## config.mk

```make
export PLATFORM = sky130hd
export DESIGN_NAME = uart_tx_arbiter
export DESIGN_NICKNAME = d
export VERILOG_FILES = /design/src/rtl/uart_tx_arbiter.sv
export SDC_FILE = /design/constraint.sdc
export NUM_CORES = 1
export LEC_CHECK = 0
export ABC_AREA = 1
export CORE_AREA = 2 2 97 52
export DETAILED_ROUTE_END_ITERATION = 8
export DIE_AREA = 0 0 99 54
export PLACE_DENSITY = 0.86
export SYNTH_ARGS = -nofsm -noshare
export SYNTH_HDL_FRONTEND = slang
export SYNTH_SLANG_ARGS = --single-unit
```

## constraint.sdc

```tcl
create_clock -name clk -period 3.3 [get_ports clk]
set_input_delay 0.66 -clock clk [delete_from_list [all_inputs] [get_ports clk]]
set_output_delay 0.66 -clock clk [all_outputs]
set_load 0.005 [all_outputs]
```

## src/rtl/uart_tx_arbiter.sv

```systemverilog
// Round-robin arbiter sharing one UART transmitter among NUM_REQ byte sources.
// Ports: clk, reset (sync, active-high); req_valid/req_data/req_ready per
// requester; tx_start/tx_data/tx_busy to the transmitter; grant_id, active,
// timeout_err for status.
module uart_tx_arbiter #(
  parameter int NUM_REQ      = 4,
  parameter int CLKS_PER_BIT = 868,
  parameter int ACK_TIMEOUT  = 16,
  localparam int IW = $clog2(NUM_REQ)
) (
  input  logic                 clk,
  input  logic                 reset,
  input  logic [NUM_REQ-1:0]   req_valid,
  input  logic [8*NUM_REQ-1:0] req_data,
  output logic [NUM_REQ-1:0]   req_ready,
  output logic                 tx_start,
  output logic [7:0]           tx_data,
  input  logic                 tx_busy,
  output logic [IW-1:0]        grant_id,
  output logic                 active,
  output logic                 timeout_err
);

  localparam logic [15:0] ACK_LAST  = 16'(ACK_TIMEOUT - 1);
  localparam logic [15:0] DONE_LAST = 16'(11 * CLKS_PER_BIT - 1);

  typedef enum logic [2:0] {
    IDLE,
    LOAD,
    START,
    WAIT_ACK,
    WAIT_DONE
  } state_t;

  state_t        state, state_nxt;
  logic [IW-1:0] last_grant, last_nxt;
  logic [IW-1:0] grant_nxt;
  logic [7:0]    data_nxt;
  logic [15:0]   cnt, cnt_nxt, cnt_inc;
  logic [IW-1:0] winner, cand;
  logic          found;

  // First valid index at or after last_grant+1, wrapping.
  always_comb begin
    winner = last_grant;
    found  = 1'b0;
    cand   = '0;
    for (int k = 1; k <= NUM_REQ; k++) begin
      cand = IW'((int'(last_grant) + k) % NUM_REQ);
      if (!found && req_valid[cand]) begin
        winner = cand;
        found  = 1'b1;
      end
    end
  end

  // Watchdog saturates instead of wrapping.
  assign cnt_inc = (cnt == 16'hFFFF) ? cnt : cnt + 16'd1;

  always_comb begin
    state_nxt   = state;
    grant_nxt   = grant_id;
    last_nxt    = last_grant;
    data_nxt    = tx_data;
    cnt_nxt     = cnt;
    req_ready   = '0;
    tx_start    = 1'b0;
    timeout_err = 1'b0;
    unique case (state)
      IDLE: begin
        if (found && !tx_busy) begin
          grant_nxt = winner;
          state_nxt = LOAD;
        end
      end
      LOAD: begin
        if (req_valid[grant_id]) begin
          req_ready[grant_id] = 1'b1;
          data_nxt  = req_data[{grant_id, 3'b000} +: 8];
          state_nxt = START;
        end else begin
          state_nxt = IDLE;
        end
      end
      START: begin
        tx_start  = 1'b1;
        cnt_nxt   = '0;
        state_nxt = WAIT_ACK;
      end
      WAIT_ACK: begin
        if (tx_busy) begin
          cnt_nxt   = '0;
          state_nxt = WAIT_DONE;
        end else if (cnt >= ACK_LAST) begin
          timeout_err = 1'b1;
          last_nxt    = grant_id;
          state_nxt   = IDLE;
        end else begin
          cnt_nxt = cnt_inc;
        end
      end
      WAIT_DONE: begin
        if (!tx_busy) begin
          last_nxt  = grant_id;
          state_nxt = IDLE;
        end else if (cnt >= DONE_LAST) begin
          timeout_err = 1'b1;
          last_nxt    = grant_id;
          state_nxt   = IDLE;
        end else begin
          cnt_nxt = cnt_inc;
        end
      end
      default: state_nxt = IDLE;
    endcase
  end

  assign active = (state != IDLE);

  always_ff @(posedge clk) begin
    if (reset) begin
      state      <= IDLE;
      grant_id   <= '0;
      last_grant <= IW'(NUM_REQ - 1);
      tx_data    <= 8'h00;
      cnt        <= '0;
    end else begin
      state      <= state_nxt;
      grant_id   <= grant_nxt;
      last_grant <= last_nxt;
      tx_data    <= data_nxt;
      cnt        <= cnt_nxt;
    end
  end

endmodule

```

==> impl_metrics.ini <==
[final_layout]
fin_util_pct = 66.2
nets = 491
fillers = 406
multi_input_area_mm2 = 0.00153
final_common_cell = nand2_1
seq_area_um2 = 621
area_growth_pct = 26.2
drive_gt1_share_pct = 11.1
antenna_cells = 0
layout_common_cells = nand2_1, clkdlybuf4s50_1, nand3_1

[setup_path]
critPathBufInv = 3
crit_top_cell = clkdlybuf4s50_1
worst_ep_required_time_ns = 2.64
slowest_delay_ns = 0.54
crit_path_end = req_ready[2]
critPathMaxFanout = 5
critical_path_depth = 6
worst-setup-path-type = in2out
r2r_end = cnt[4]
critPathLaunch = req_valid[3]
crit_slowest_cell = clkdlybuf4s50_1
worstRegToRegCells = 9
worstSetupEndpointType = output port
crit_chain = clkdlybuf4s50_1 -> inv_1 -> o2111ai_2 -> nand2_4 -> nor3_1 -> clkdlybuf4s50_1
cpLargestDelayFamily = buffers and inverters
rr_startpoint = state[1]
start_kind = primary input
arrival_ns = 2.33
r2r_setup_slack_ns = 1.08

[timing]
tightest_slew_ns = 0.489
min_period_over_period_pct = 90.7
relSlewSlack_pct = 67.3
final-hold-violation-count = 0
fin_setup_tns_ns = 0
rsz0062_at_grt = false
clock.fmax_ghz = 0.334
slew_viol_final = 0
setup_viol = 0
period_needed_ns = 2.99
fin_ws_ns = 0.307
skew_ns = 0.00902

[die]
die_area_mm2 = 0.00535
io_pins = 56
die_w_um = 99
initial_utilization_pct = 52.5
num_rows = 18
core_mm2 = 0.00462
fp.dieH_um = 54

[power]
leakagePower_nw = 1.39
power_density_mw_per_mm2 = 326
ir_worst_vdd_uv = 277

[logic_synthesis]
synth.distinct_cells = 38
synthCells = 401
ys_seq_area_share_pct = 25.6
avgSynthCellArea_um2 = 6.04
ys_warn_count = 0
syn-num-nets = 441
synth-seq-cells = 31
netlist_area_mm2 = 0.00242

[cts]
clkTransAtPathRegs_ns = 0.06
cts_tree = done
post_cts_resized = 0
cts_buffer_depth = 2
clkSinkCount = 31
cts_buffers = 5
cts_setup_buffers = 0
clock_latency_ns = 0.28
cts_root_buffer = clkbuf_8
cts_max_level = 2
cts_hold_buf = 0

[detailed_routing]
via_per_inst = 5.61
postRouteAntennaNets = 0
wl_per_cell_um = 14.3
wl_um = 7320
firstDrtPassIters = 5
drc_errors = 0
vias = 2865
drt_iter0_drc = 318

[global_routing]
antenna_found_initial = 0
grt-ovfl-total = 0
grt_max_degree = 18
grt_pass1_wl_um = 11000
grt_pass1_vias = 2246
grt_use_total_pct = 26.8

[job]
drv_cap = 0

[placement]
pre_cts_slack_ns = 0.330
dp_hpwl_um = 5720
portBuffers = 55
gp_congestion = 0.954

[run_status]
status = finished, final reports clean

[min_path]
hold_class = reg2reg
-- kinds of logic (layout without fill, tap and decap cells) --
kind of cell	after synthesis	count (layout)	synth area share, %
flops	31	31	25.6
buf+inv	59	109	11.2
fa+ha+maj	1	1	0.516
simple gates	249	249	45.3
compound gates	57	57	16.0
xor+xnor	4	4	1.45
-- cells in the mapped netlist (all sizes together) --
master,n,area share (%)
inv,42,6.6
xor2,2,0.72
and2,1,0.26
clkinv,2,0.41
nand3,43,9.6
a31oi,2,0.52
nand2,155,25
a221oi,8,2.9
o2111ai,2,0.98
xnor2,2,0.72
nand4,9,2.3
o21ai,16,3.8
o31ai,1,0.31
nor2,34,6.3
a22oi,1,0.31
a21oi,25,6.6
clkbuf,3,0.46
nor3,7,1.9
buf,12,3.7
dfxtp,31,26
a21boi,1,0.31
ha,1,0.52
o211ai,1,0.31
-- flip-flops by register name, summed over array words and instances (netlist names) --
| name | count |
|---|---|
| grant_id | 2 |
| last_grant | 2 |
| state | 3 |
| cnt | 16 |
| tx_data | 8 |
-- per-stage QoR --
| step | hold slack, ns | power, W | instances | instance area (um^2) |
|---|---|---|---|---|
| 2_1_floorplan | 0.459 | 0.000583 | 401 | 2420 |
| 3_3_place_gp | 0.479 | 0.000688 | 504 | 2970 |
| 3_5_place_dp | 0.489 | 0.000695 | 504 | 2970 |
| 4_1_cts | 0.501 | 0.000998 | 511 | 3060 |
| 5_1_grt | 0.534 | 0.00105 | 511 | 3060 |
| 6_report | 0.509 | 0.000996 | 511 | 3060 |
-- where the power goes --
part	leakage (nW)	total, W	internal [W]	switching (W)
registers	0.252	0.000417	0.000395	0.0000218
clock network	0.0470	0.000305	0.000163	0.000142
logic	1.10	0.000273	0.000127	0.000146
total	1.39	0.000996	0.000686	0.000310
-- worst reg2reg max path, delay by kind of cell, from the launching register on --
kind,cells,cell delay [ns]
DFF,1,0.44
and+or+nand+nor,6,1.10
AOI/OAI and AO/OA,1,0.23
buffers and inverters,2,0.35
-- cell type report --
type	count	area share, %
multi-input combinational	311	50.1
inverter	44	5.56
sequential	31	20.3
tap	60	2.45
timing repair buffer	58	18.7
clock buffer	6	2.70
clock inverter	1	0.164
-- metal layers --
| layer | track usage (%) | share of wire (%) | wire, um |
|---|---|---|---|
| met2 | 35.9 | 40 | 2930 |
| met4 | 5.25 | 0.81 | 59 |
| met5 | 0 | 0 | 0 |
| met1 | 41.3 | 48 | 3510 |
| met3 | 7.66 | 11 | 812 |
-- worst min-delay path by stage --
stage / start / endpoint / slack (ns) / cells past startpoint
detailed placement: cnt[14] / cnt[14] / 0.49 / 2
CTS: cnt[14] / cnt[14] / 0.50 / 2
global route: cnt[14] / cnt[14] / 0.53 / 2
global placement: cnt[14] / cnt[14] / 0.48 / 2
floorplan: cnt[15] / cnt[15] / 0.46 / 2
finish: cnt[14] / cnt[14] / 0.51 / 2
(Power assumes the default switching activity.)
